**config.mk**
```make
export PLATFORM = sky130hd
export DESIGN_NAME = keypad_scanner_flat
export DESIGN_NICKNAME = d
export VERILOG_FILES = /design/src/rtl/keypad_pkg.sv /design/src/rtl/keypad_scanner_if.sv /design/src/rtl/key_evt_fifo.sv /design/src/rtl/keypad_scanner.sv /design/src/flat_wrapper.sv
export SDC_FILE = /design/constraint.sdc
export NUM_CORES = 1
export LEC_CHECK = 0
export BUFFER_PORTS_ARGS = -buffer_cell sky130_fd_sc_hd__buf_2
export CAP_MARGIN = 20
export CORE_UTILIZATION = 59
export CTS_CLUSTER_SIZE = 20
export DETAILED_ROUTE_END_ITERATION = 8
export PLACE_DENSITY = 0.83
export SLEW_MARGIN = 20
export SYNTH_ARGS = -nofsm -noshare
export SYNTH_HDL_FRONTEND = slang
export SYNTH_SLANG_ARGS = --single-unit
```
**constraint.sdc**
```tcl
create_clock -name fpga_clk -period 2.75 [get_ports fpga_clk]
set_input_delay 0.55 -clock fpga_clk [delete_from_list [all_inputs] [get_ports fpga_clk]]
set_output_delay 0.55 -clock fpga_clk [all_outputs]
set_load 0.005 [all_outputs]
```
**src/rtl/keypad_pkg.sv**
```systemverilog
// keypad_pkg: shared types and constants for the CHIP-8 hex keypad scanner.
//   key_code_t      : 4-bit CHIP-8 key code
//   KEY_MAP         : [row][col] -> key code for the 4x4 board matrix
//   KEY_FIFO_DEPTH  : depth of the press-event FIFO
package keypad_pkg;

  typedef logic [3:0] key_code_t;

  // Board layout, rows top to bottom, columns left to right.
  localparam key_code_t KEY_MAP [0:3][0:3] = '{
    '{4'h1, 4'h2, 4'h3, 4'hC},
    '{4'h4, 4'h5, 4'h6, 4'hD},
    '{4'h7, 4'h8, 4'h9, 4'hE},
    '{4'hA, 4'h0, 4'hB, 4'hF}
  };

  localparam int KEY_FIFO_DEPTH = 4;

endpackage

```
**src/rtl/keypad_scanner_if.sv**
```systemverilog
// keypad_scanner_if: CPU-facing side of the keypad scanner.
//   keys      : debounced level vector, bit n = CHIP-8 key n held
//   evt_valid : press event available at the FIFO head
//   evt_code  : CHIP-8 code of the head event
//   evt_ready : consumer accepts the head event
//   overflow  : sticky, a press event was dropped
// master = scanner, slave = CPU.
import keypad_pkg::*;

interface keypad_scanner_if;
  logic [15:0] keys;
  logic        evt_valid;
  key_code_t   evt_code;
  logic        evt_ready;
  logic        overflow;

  modport master (output keys, evt_valid, evt_code, overflow, input  evt_ready);
  modport slave  (input  keys, evt_valid, evt_code, overflow, output evt_ready);
endinterface

```
**src/rtl/key_evt_fifo.sv**
```systemverilog
// key_evt_fifo: small in-order event FIFO with sticky overflow.
//   clk, rst   : clock, async active-high reset
//   push, din  : write request and data (dropped when full without a pop)
//   pop_ready  : consumer ready; a pop happens on valid & pop_ready
//   valid, head: not-empty flag and head entry
//   overflow   : sticky, set when a push is dropped; cleared only by reset
import keypad_pkg::*;

module key_evt_fifo #(
  parameter int DEPTH = KEY_FIFO_DEPTH,
  parameter int W     = 4
) (
  input  logic         clk,
  input  logic         rst,
  input  logic         push,
  input  logic [W-1:0] din,
  input  logic         pop_ready,
  output logic         valid,
  output logic [W-1:0] head,
  output logic         overflow
);
  localparam int AW = (DEPTH > 1) ? $clog2(DEPTH) : 1;
  localparam int CW = $clog2(DEPTH + 1);

  logic [W-1:0]  mem [DEPTH];
  logic [AW-1:0] rd_ptr, wr_ptr;
  logic [CW-1:0] count, count_nxt;
  logic          full;
  logic          do_pop, do_push;

  function automatic logic [AW-1:0] ptr_inc(input logic [AW-1:0] p);
    return (p == AW'(DEPTH - 1)) ? '0 : p + 1'b1;
  endfunction

  // A pop frees the slot in the same cycle, so a push into a full FIFO
  // that is also being popped is accepted.
  assign do_pop  = valid & pop_ready;
  assign do_push = push & (~full | do_pop);
  assign head    = mem[rd_ptr];

  always_comb begin
    count_nxt = count;
    if (do_push & ~do_pop)      count_nxt = count + 1'b1;
    else if (~do_push & do_pop) count_nxt = count - 1'b1;
  end

  always_ff @(posedge clk or posedge rst) begin
    if (rst) begin
      for (int i = 0; i < DEPTH; i++) mem[i] <= '0;
      rd_ptr   <= '0;
      wr_ptr   <= '0;
      count    <= '0;
      valid    <= 1'b0;
      full     <= 1'b0;
      overflow <= 1'b0;
    end else begin
      if (do_push) begin
        mem[wr_ptr] <= din;
        wr_ptr      <= ptr_inc(wr_ptr);
      end
      if (do_pop) rd_ptr <= ptr_inc(rd_ptr);
      count <= count_nxt;
      valid <= (count_nxt != '0);
      full  <= (count_nxt == CW'(DEPTH));
      if (push & ~do_push) overflow <= 1'b1;
    end
  end

endmodule

```
**src/rtl/keypad_scanner.sv**
```systemverilog
// keypad_scanner: scans the 4x4 CHIP-8 key matrix, debounces each key,
// publishes the level vector and a FIFO of press events.
//   fpga_clk, rst_in : clock, async active-high reset
//   row              : matrix rows (pulled up, low = closed on driven column)
//   col              : active-low one-hot column drive
//   evt              : keypad_scanner_if.master (keys, evt_*, overflow)
// Build option: define KEYPAD_DEBOUNCE_EN for per-key debounce counters;
// without it each key's stable state simply follows its latest sample.
import keypad_pkg::*;

module keypad_scanner #(
  parameter int DWELL    = 4096,
  parameter int DEBOUNCE = 4
) (
  input  logic                    fpga_clk,
  input  logic                    rst_in,
  input  logic [3:0]              row,
  output logic [3:0]              col,
  keypad_scanner_if.master        evt
);
  localparam int DW = $clog2(DWELL);

  if (DWELL < 8)    begin : g_chk_dwell    $error("DWELL must be >= 8");    end
  if (DEBOUNCE < 1) begin : g_chk_debounce $error("DEBOUNCE must be >= 1"); end

  logic [DW-1:0]   d;
  logic [1:0]      c;
  logic            sample;
  logic [3:0]      row_s1, row_s2;
  logic [3:0]      raw;
  logic [3:0][3:0] stable;      // [row][col]
  logic [3:0]      flip, rise;
  logic [3:0]      pending;
  logic [1:0]      pend_col;
  logic [3:0]      pop_mask;
  logic [1:0]      pop_row;
  logic            push;
  key_code_t       push_code;
  logic [15:0]     keys_w;

  assign sample = (d == DW'(DWELL - 1));

  // Rows are board pins; two flops keep them out of the debounce logic.
  // The dwell is long enough that the synchronised value at the sample
  // edge still belongs to the column currently being driven.
  assign raw = ~row_s2;

`ifdef KEYPAD_DEBOUNCE_EN
  localparam int CNTW = $clog2(DEBOUNCE + 1);
  logic [CNTW-1:0] cnt [4][4];
  logic [CNTW-1:0] cnt_nxt [4];

  // Counter reaching DEBOUNCE is detected one step early so it never
  // has to hold the terminal value.
  always_comb begin
    for (int r = 0; r < 4; r++) begin
      flip[r]    = 1'b0;
      cnt_nxt[r] = '0;
      if (raw[r] != stable[r][c]) begin
        if (cnt[r][c] == CNTW'(DEBOUNCE - 1)) flip[r] = 1'b1;
        else                                  cnt_nxt[r] = cnt[r][c] + 1'b1;
      end
    end
  end

  always_ff @(posedge fpga_clk or posedge rst_in) begin
    if (rst_in) begin
      for (int r = 0; r < 4; r++)
        for (int k = 0; k < 4; k++) cnt[r][k] <= '0;
    end else if (sample) begin
      for (int r = 0; r < 4; r++) cnt[r][c] <= cnt_nxt[r];
    end
  end
`else
  always_comb begin
    for (int r = 0; r < 4; r++) flip[r] = (raw[r] != stable[r][c]);
  end
`endif

  assign rise = flip & raw;

  // Lowest pending row drains first, one per cycle.
  always_comb begin
    pop_row = 2'd0;
    for (int r = 3; r >= 0; r--) if (pending[r]) pop_row = 2'(r);
    pop_mask = pending & (~pending + 4'd1);
  end

  assign push      = |pending;
  assign push_code = KEY_MAP[pop_row][pend_col];

  always_ff @(posedge fpga_clk or posedge rst_in) begin
    if (rst_in) begin
      d        <= '0;
      c        <= 2'd0;
      col      <= 4'b1110;
      row_s1   <= 4'hF;
      row_s2   <= 4'hF;
      stable   <= '0;
      pending  <= '0;
      pend_col <= 2'd0;
    end else begin
      row_s1 <= row;
      row_s2 <= row_s1;
      if (sample) begin
        d <= '0;
        c <= c + 2'd1;
        col <= ~(4'b0001 << (c + 2'd1));
        for (int r = 0; r < 4; r++) stable[r][c] <= stable[r][c] ^ flip[r];
        // Previous mask has long drained: it empties in <= 4 cycles.
        pending  <= rise;
        pend_col <= c;
      end else begin
        d       <= d + 1'b1;
        pending <= pending & ~pop_mask;
      end
    end
  end

  always_comb begin
    keys_w = '0;
    for (int r = 0; r < 4; r++)
      for (int k = 0; k < 4; k++) keys_w[KEY_MAP[r][k]] = stable[r][k];
  end

  assign evt.keys = keys_w;

  key_evt_fifo #(.DEPTH(KEY_FIFO_DEPTH), .W(4)) u_fifo (
    .clk       (fpga_clk),
    .rst       (rst_in),
    .push      (push),
    .din       (push_code),
    .pop_ready (evt.evt_ready),
    .valid     (evt.evt_valid),
    .head      (evt.evt_code),
    .overflow  (evt.overflow)
  );

endmodule

```
**src/flat_wrapper.sv**
```systemverilog
// flat-port wrapper written by rule: the top's interface ports become plain ports
module keypad_scanner_flat 
#(
  parameter int DWELL    = 4096,
  parameter int DEBOUNCE = 4
)
  (fpga_clk, rst_in, row, col, evt_keys, evt_evt_valid, evt_evt_code, evt_overflow, evt_evt_ready);
  keypad_scanner_if evt_i ();
  input  logic fpga_clk;
  input  logic rst_in;
  input  logic [3:0] row;
  output logic [3:0] col;
  output wire logic [$bits(evt_i.keys)-1:0] evt_keys;
  output wire logic [$bits(evt_i.evt_valid)-1:0] evt_evt_valid;
  output wire logic [$bits(evt_i.evt_code)-1:0] evt_evt_code;
  output wire logic [$bits(evt_i.overflow)-1:0] evt_overflow;
  input wire logic [$bits(evt_i.evt_ready)-1:0] evt_evt_ready;
  assign evt_keys = evt_i.keys;
  assign evt_evt_valid = evt_i.evt_valid;
  assign evt_evt_code = evt_i.evt_code;
  assign evt_overflow = evt_i.overflow;
  assign evt_i.evt_ready = evt_evt_ready;
  keypad_scanner #(.DWELL(DWELL), .DEBOUNCE(DEBOUNCE)) u_core (.fpga_clk(fpga_clk), .rst_in(rst_in), .row(row), .col(col), .evt(evt_i));
endmodule
```
==> metrics, run 1 <==
Initial Util=61.24%; Fmax=0.4517 GHz; Final ANT Viol Nets=0; Most Crowded Layer GR=met2; Switching Power=0.4503 mW; slew margin rel.=57.30%; Min Clock Period, post-route=2.214 ns; hold_buf cts=0; Final Hold Slack=0.2874 ns; Max Cap Viol=0; Wirelength per Cell=15.44 µm; Synth Cell Area=3647 µm²; GR Overflow Total=0; overall die width=80.63 µm; largest net degree at the start of global routing=45; # rows=28; Via density=5.557; num ports=33; GRT Util Overall=21.97%; synth cell count leaders=dfrtp_1, mux2_2, ha_1; CP Launch Type=register; part of the power in combinational logic=1.8%; CTS max path bufs=2; Least-Margin Pin Slew=0.6395 ns; latest clock arrival within the worst-skew pair=0.35 ns; fin crit share=80.50%; area of the multi-input gates=1649 µm²; library cells used by synthesis=45; Sink Count=74; Layout area overhead=12.80%; Slew Viols, Final=0; sequential share of the synthesized area=51.15%; syn avg cell area=12.24 µm²; TritonCTS buffer count=9; Final Power=2.167 mW; TritonCTS clock tree=done; post-synthesis net count=329; DRC viols=0; antenna violations before repair=0; met1 usage=25.45%; Yosys reg bits=74; CP Data Required Time=3.02 ns; Post-Syn Instances=298; Final Worst Setup Slack=0.5364 ns; n_diodes=0; top cells by area, synth=dfrtp_1, mux2_2, ha_1; chip height=80.63 µm; largest fanout on the critical path=13; cell type with the highest aggregate area in the netlist=dfrtp_1; core box area=5956 µm²; Pleak=2.035 nW; first-pass GRT wire length=10470 µm; Post-CTS Setup Bufs=0; setup_tns=0 ns; post-route insts no fill=411; grt met3 use=4.545%; Worst VDD drop=0.3814 mV; yosys warns=0; Int Power=1.717 mW; Worst Hold Class=input pin to async pin; Setup violations, final=0; Cells after DPL=395; RSZ-0062 raised after global routing=no; Buffers on Ports=32; H-tree Lvls=3; full die area=6500 µm²; WS Path Type=register to register; PwrDens=526.8 nW/µm²; sequential cell area=1866 µm²; layout cell share with drive strength beyond 1=32.44%; total number of vias=2284; initial drt markers=99; Worst-path clk slew=0.08 ns; # resized after CTS=0; final hold violations=0; Total Wirelength=6345 µm; met2 usage=38.81%; Worst Setup End Kind=register; Worst Path Arrival=2.49 ns; routability cong.=0.8066; sw frac=20.78%; first drt pass iteration count=4; Seq pwr share=50.8%; fillers=447; Final nets=362; most frequent cell after synthesis=dfrtp_1; top cell type's share of synthesized area=43.22%; status=finished clean; Final Skew=0.01461 ns; FFs w/ async S/R, synth=100.0%; vias in the first global route=2328; Main synth FF type=dfrtp_1; Clk pwr share=47.4%; Clk Tree Root Cell=clkbuf_8; Post-DP HPWL=4457 µm; number of synthesized flops with an enable pin=0; pre-CTS WS=0.5689 ns
-- power groups by stage --
stage / clock [mW] / sequential, mW / combinational (mW)
floorplan: 0 / 1.12 / 0.0234
global placement: 0 / 1.12 / 0.0397
global route: 1.10 / 1.10 / 0.0468
detailed placement: 0 / 1.12 / 0.0410
CTS: 1.04 / 1.10 / 0.0412
finish: 1.03 / 1.10 / 0.0395
-- metrics by stage --
stage,util [%],cell area [µm²]
floorplan,-,3647
global placement,64.94,3867
detailed placement,64.94,3867
CTS,69.08,4114
global route,69.08,4114
finish,69.08,4114
-- kinds of logic (layout without fill, tap and decap cells) --
logic type                 count (synthesis)  after routing  synth area share (%)
AOI/OAI and AO/OA                         34             34                 6.210
xor gates and xnor gates                  14             14                 3.362
adders and majority gates                 24             24                 8.233
buffers and inverters                     31             69                 3.636
DFF                                       74             74                 51.15
muxes                                     56             56                 18.08
and+or+nand+nor                           65             65                 9.331
-- state kept, by name, indices dropped and copies added, names as in the netlist, 3 cells and up --
name,cells
u_core.pending,4
u_core.row_s2,4
u_core.col,4
u_core.d,12
u_core.row_s1,4
u_core.u_fifo.count,3
u_core.evt.keys,16
u_core.u_fifo.mem,16
-- cells in the final DEF (no fill, tap or decap), types with 3 or more instances in the layout --
cell type,Yosys,layout
mux2i_1,13,13
o221ai_1,3,3
a21oi_1,6,6
nand3_1,11,11
dfstp_2,11,11
nor2_1,16,16
inv_1,18,17
buf_2,7,32
nor3_1,3,3
clkbuf_8,0,9
bufinv_16,0,3
mux4_2,4,4
o21ai_0,10,10
ha_1,24,24
o21a_1,3,3
xnor2_1,6,6
nand2_1,11,11
xor2_1,8,8
mux2_2,39,39
and2_1,3,3
dfrtp_1,63,63
and3_1,6,6
-- critical path: stages, from the launching register on --
cell and delay (ns):
dfrtp_1 0.39, ha_1 0.19, and3_1 0.21, and4_1 0.47
and2_1 0.43, buf_4 0.24, mux2i_1 0.20
-- metal layers --
metal  routed length [µm]  vias to the layer above
met2                 3263                       38
met5                    0                        -
met3                  172                       13
met4                  121                        0
li1                     -                     1106
met1                 2787                     1127
-- worst paths after layout --
path,start,end,slack [ns],cells after the start
max,u_core.d[0],u_core.col[2],0.54,6
min,rst_in,u_core.evt.keys[12],0.29,2
max reg2reg,u_core.d[0],u_core.col[2],0.54,6
min reg2reg,u_core.row_s1[3],u_core.row_s2[3],0.36,0
max in group asynchronous,rst_in,u_core.col[2],1.76,3
min in group fpga_clk,row[2],u_core.row_s1[2],0.30,1
-- final cells by class --
class / instances / share of cell area (%)
clock buffer: 9 / 3.011
clock inverter: 7 / 2.981
inverter: 19 / 1.734
multi-input combinational: 193 / 40.09
sequential: 74 / 45.35
tap: 75 / 2.281
timing repair buffer: 34 / 4.562
Power figures use the tool's default switching activity.
==> inputs of run 2 (changes only) <==
--- a/config.mk
+++ b/config.mk
@@ -7,10 +7,10 @@
 export LEC_CHECK = 0
 export BUFFER_PORTS_ARGS = -buffer_cell sky130_fd_sc_hd__buf_2
 export CAP_MARGIN = 20
-export CORE_UTILIZATION = 59
+export CORE_UTILIZATION = 53
 export CTS_CLUSTER_SIZE = 20
 export DETAILED_ROUTE_END_ITERATION = 8
-export PLACE_DENSITY = 0.83
+export PLACE_DENSITY = 0.79
 export SLEW_MARGIN = 20
 export SYNTH_ARGS = -nofsm -noshare
 export SYNTH_HDL_FRONTEND = slang
==> constraint.sdc (replaced) <==
create_clock -name fpga_clk -period 1.84 [get_ports fpga_clk]
set_input_delay 0.368 -clock fpga_clk [delete_from_list [all_inputs] [get_ports fpga_clk]]
set_output_delay 0.368 -clock fpga_clk [all_outputs]
set_load 0.005 [all_outputs]
==> run 2 against run 1 <==
Net effect:
- the run now ends with negative setup slack left
- design area increased by 8.5%
- combinational power increased by 100%
- power increased by 32%
- sequential share of layout area decreased by 3.4 points
- clock power increased by 9.7%
- first-iteration DRC count increased by 13%
- register-to-register slack got worse by 0.55 ns
- clock skew decreased by 0.0068 ns
- global-route usage decreased by 0.36 points
- sequential cell count unchanged
- sequential power increased by 49%
- critical path type unchanged
==> metrics, run 2 (synthesis results as in run 1) <==
post-route insts no fill=441; placement-stage cell area=4051 µm²; PwrDens=638.5 nW/µm²; Sink Count=74; Worst VDD drop=0.5857 mV; Layout area overhead=22.37%; Final nets=390; core box area=6495 µm²; DRC viols=0; Worst-path clk slew=0.08 ns; pre-CTS WS=-0.06907 ns; overall die width=84.96 µm; full die area=7217 µm²; H-tree Lvls=3; status=finished with violations; largest net degree at the start of global routing=35; first-pass GRT wire length=11990 µm; Final Hold Slack=0.02195 ns; Max Cap Viol=0; latest clock arrival within the worst-skew pair=0.36 ns; largest fanout on the critical path=12; routability cong.=0.8182; RSZ-0062 raised after global routing=yes; # rows=29; part of the power in combinational logic=2.8%; layout cell share with drive strength beyond 1=46.15%; total number of vias=2510; Clk Tree Root Cell=clkbuf_8; num ports=33; Switching Power=0.6952 mW; Buffers on Ports=32; CP Launch Type=register; Worst Path Arrival=2.09 ns; Fmax=0.5407 GHz; Slew Viols, Final=0; Int Power=2.155 mW; Min Clock Period, post-route=1.850 ns; Pleak=2.176 nW; setup_tns=-0.01653 ns; Final Power=2.850 mW; commonest non-fill, non-tap cell in the layout=dfrtp_1; Total Wirelength=7598 µm; vias in the first global route=2599; WS Path Type=register to register; Final Skew=0.007806 ns; first drt pass iteration count=4; TritonCTS buffer count=9; CTS max path bufs=2; sw frac=24.39%; fin crit share=100.5%; failing checks=negative setup slack; n_diodes=0; Initial Util=56.15%; Setup violations, final=5; Wirelength per Cell=17.23 µm; Seq pwr share=57.7%; post-route cell area=4463 µm²; Final ANT Viol Nets=0; Cells after DPL=419; Worst Hold Class=input pin to async pin; chip height=84.96 µm; Clk pwr share=39.5%; CP Data Required Time=2.08 ns; post-layout util=68.72%; hold_buf cts=0; Via density=5.692; slew margin rel.=66.24%; final hold violations=0; TritonCTS clock tree=done; most frequent cells in the layout=dfrtp_1, mux2_2, buf_2; antenna violations before repair=0; Post-DP HPWL=4793 µm; Worst Setup End Kind=register; Least-Margin Pin Slew=0.5063 ns; GRT Util Overall=21.61%; Final Worst Setup Slack=-0.009516 ns; initial drt markers=112; GR Overflow Total=0
## run 2: cell types whose count changed in the layout (fill, tap and decap cells not counted), moves of 3 or more
cell / delta
buf_4: +27
bufinv_16: -3
clkinv_2: +4
dfrtp_1: -5
dfrtp_2: +5
ha_1: -6
ha_4: +4
mux2_2: -4
mux2_4: +4
xor2_1: -4
## run 2: worst paths after layout
| path | start | endpoint | slack [ns] | cells past startpoint |
|---|---|---|---|---|
| worst min-delay path | rst_in | u_core.u_fifo.count[0] | 0.02 | 2 |
| max in group asynchronous | rst_in | u_core.u_fifo.rd_ptr[0] | 1.18 | 3 |
| worst min register to register | u_core.row_s1[0] | u_core.row_s2[0] | 0.36 | 0 |
| worst max-delay path | u_core.c[1] | u_core.evt.keys[9] | -0.01 | 6 |
| worst max register to register | u_core.c[1] | u_core.evt.keys[9] | -0.01 | 6 |
| min in group fpga_clk | row[1] | u_core.row_s1[1] | 0.10 | 1 |
## run 2: layout make-up
class	count	area, µm²
fillers	451	2032
flip-flops and latches	74	1872
multi-input cells	193	1837
repair buffers	62	410.4
clock buffers	9	123.9
well taps	77	96.34
inverters	19	78.83
clock inverters	7	45.04
## run 2: per-layer routing
metal	global-route usage, %	part of all wire (%)	routed length [µm]
met1	25.39	41	3097
met2	37.68	52	3958
met3	4.961	4.0	302
met4	10.02	3.1	239
met5	0	0	0
## run 2: power by group through the flow
stage          Sequential [mW]  Clock [mW]  Combinational, mW
2_1_floorplan             1.67           0             0.0354
3_3_place_gp              1.67           0             0.0618
3_5_place_dp              1.68           0             0.0639
4_1_cts                   1.64        1.14             0.0745
5_1_grt                   1.64        1.21             0.0904
6_report                  1.64        1.13             0.0801
## run 2: critical path, cell delays in order (launching register included)
cell and delay (ns):
dfrtp_1 0.41, buf_12 0.16, mux2i_1 0.12, mux2_4 0.30, ha_4 0.25, xor2_2 0.19, mux2_2 0.29
## run 2: timing repair
| item | in CTS | in global routing |
|---|---|---|
| resized for setup | 17 | 25 |
| pin swaps | 1 | 2 |
| setup endpoints to repair | 44 | 45 |
| gates cloned | 0 | 0 |
| setup buffers | 2 | 4 |
==> inputs of run 3 (changes only) <==
--- a/config.mk
+++ b/config.mk
@@ -5,7 +5,7 @@
 export SDC_FILE = /design/constraint.sdc
 export NUM_CORES = 1
 export LEC_CHECK = 0
-export BUFFER_PORTS_ARGS = -buffer_cell sky130_fd_sc_hd__buf_2
+export BUFFER_PORTS_ARGS = -buffer_cell sky130_fd_sc_hd__buf_4
 export CAP_MARGIN = 20
 export CORE_UTILIZATION = 53
 export CTS_CLUSTER_SIZE = 20
==> run 3 against run 2 <==
Net effect:
- non-clock buffer count rose by 2
- count of clock-buffer cells in the layout up 2
- clock skew is 0.0094 ns higher
- power shrank 1.3%
- sequential cell count unchanged
- global-route usage hardly changed
- hold slack better by 0.024 ns
- largest power group unchanged
- the flow still finishes with violations (negative setup slack)
- die area did not move
- sequential power barely moved
==> metrics, run 3 (synthesis results as in run 1) <==
Final ANT Viol Nets=0; full die area=7217 µm²; GRT Util Overall=21.64%; GR Overflow Total=0; post-layout util=71.84%; r2r startpoint=u_core.c[1]; core box area=6495 µm²; Final nets=392; Least-Margin Pin Slew=0.4782 ns; H-tree Lvls=3; post-route insts no fill=443; Fmax=0.5385 GHz; Worst setup endpoint=u_core.evt.keys[5]; CTS max path bufs=2; PwrDens=603.1 nW/µm²; Crit Reg-Reg Endpoint=u_core.evt.keys[5]; TritonCTS buffer count=9; TritonCTS clock tree=done; status=finished with violations; most frequent cells in the layout=dfrtp_1, buf_4, mux2_2; Cells after DPL=417; DRC viols=0; Pleak=2.219 nW; # rows=29; area of the multi-input gates=1892 µm²; failing checks=negative setup slack; total number of vias=2463; R2R depth=6; Layout area overhead=27.92%; Max Cap Viol=0; vias in the first global route=2574; layout cell share with drive strength beyond 1=46.72%; Sink Count=74; pre-CTS WS=-0.1008 ns; Setup crit start=u_core.c[1]; first-pass GRT wire length=11940 µm; CP Launch Type=register; Worst VDD drop=0.5482 mV; CP Data Required Time=2.08 ns; Worst Path Arrival=2.10 ns; Initial Util=56.15%; Final Skew=0.01716 ns; sequential cell area=1873 µm²; routability cong.=0.7793; Total Wirelength=7253 µm; Via density=5.560; Final Worst Setup Slack=-0.01700 ns; final hold violations=0; Setup violations, final=6; Clk Tree Root Cell=clkbuf_8; fin crit share=100.9%; largest fanout on the critical path=4; RSZ-0062 raised after global routing=yes; r2r setup slk=-0.02 ns; Slew Viols, Final=0; Worst Setup End Kind=register; num ports=33; Worst Hold Class=input pin to async pin; fillers=397; Wirelength per Cell=16.37 µm; first drt pass iteration count=4; Final Power=2.814 mW; overall die width=84.96 µm; commonest non-fill, non-tap cell in the layout=dfrtp_1; chip height=84.96 µm; slew margin rel.=68.05%; antenna violations before repair=0; latest clock arrival within the worst-skew pair=0.35 ns; setup_tns=-0.03286 ns; Min Clock Period, post-route=1.857 ns; Worst-path clk slew=0.08 ns; initial drt markers=106; n_diodes=0; Buffers on Ports=32; WS Path Type=register to register; largest net degree at the start of global routing=26; Post-DP HPWL=4838 µm
==> run 3: cell types whose count changed in the layout (fill, tap and decap cells not counted), moves of 2 or more <==
cell	previous run	this run
mux2_2	35	30
o21ai_4	0	2
mux2_4	4	9
clkbuf_1	0	2
buf_12	2	4
buf_2	32	0
o21ai_2	2	0
buf_6	0	4
buf_4	28	55
==> run 3: worst max-delay path, cell delays in order (launching register included) <==
cell	delay (ns)
dfrtp_2	0.45
clkbuf_16	0.17
mux2i_1	0.13
mux2_4	0.29
ha_4	0.25
xor2_2	0.19
mux2_2	0.27
==> run 3: cell type report <==
| class | instances | area share (%) |
|---|---|---|
| clock buffer | 11 | 2.816 |
| timing repair buffer | 64 | 12.07 |
| sequential | 74 | 40.14 |
| clock inverter | 5 | 0.7241 |
| multi-input combinational | 193 | 40.55 |
| inverter | 19 | 1.636 |
| tap | 77 | 2.065 |
==> run 3: per-stage QoR <==
step	hold slack, ns	area [µm²]
after floorplan	0.3452	3654
after global routing	0.07586	4666
final	0.04601	4666
after CTS	0.05021	4424
after global placement	0.3461	4141
after detailed placement	0.3473	4141
==> run 3: worst min-delay path by stage <==
stage / depth (start not counted) / slack, ns / start / endpoint
2_1_floorplan: 0 / 0.35 / u_core.row_s1[0] / u_core.row_s2[0]
4_1_cts: 2 / 0.05 / rst_in / u_core.d[0]
6_report: 2 / 0.05 / rst_in / u_core.d[10]
3_5_place_dp: 0 / 0.35 / u_core.row_s1[3] / u_core.row_s2[3]
3_3_place_gp: 0 / 0.35 / u_core.row_s1[0] / u_core.row_s2[0]
5_1_grt: 2 / 0.08 / rst_in / u_core.d[11]
==> run 3: what timing repair did <==
item,4_1_cts,5_1_grt
cloned,0,1
gates resized for setup,20,38
hold buffers,0,0
pin swaps,0,9
setup buffers,2,7
endpoints found under the setup margin,39,41
==> run 3: power breakdown <==
part | internal (mW) | switching, mW
Sequential | 1.64 | 0.00301
Combinational | 0.0335 | 0.0519
Clock | 0.487 | 0.596
==> run 3: per-layer routing <==
| metal | part of all wire [%] | vias to the layer above | GRT usage, % |
|---|---|---|---|
| met1 | 43 | 1239 | 25.66 |
| met4 | 3.2 | 0 | 11.40 |
| met5 | 0 | - | 0 |
| li1 | - | 1165 | - |
| met2 | 51 | 43 | 37.32 |
| met3 | 2.4 | 16 | 4.280 |
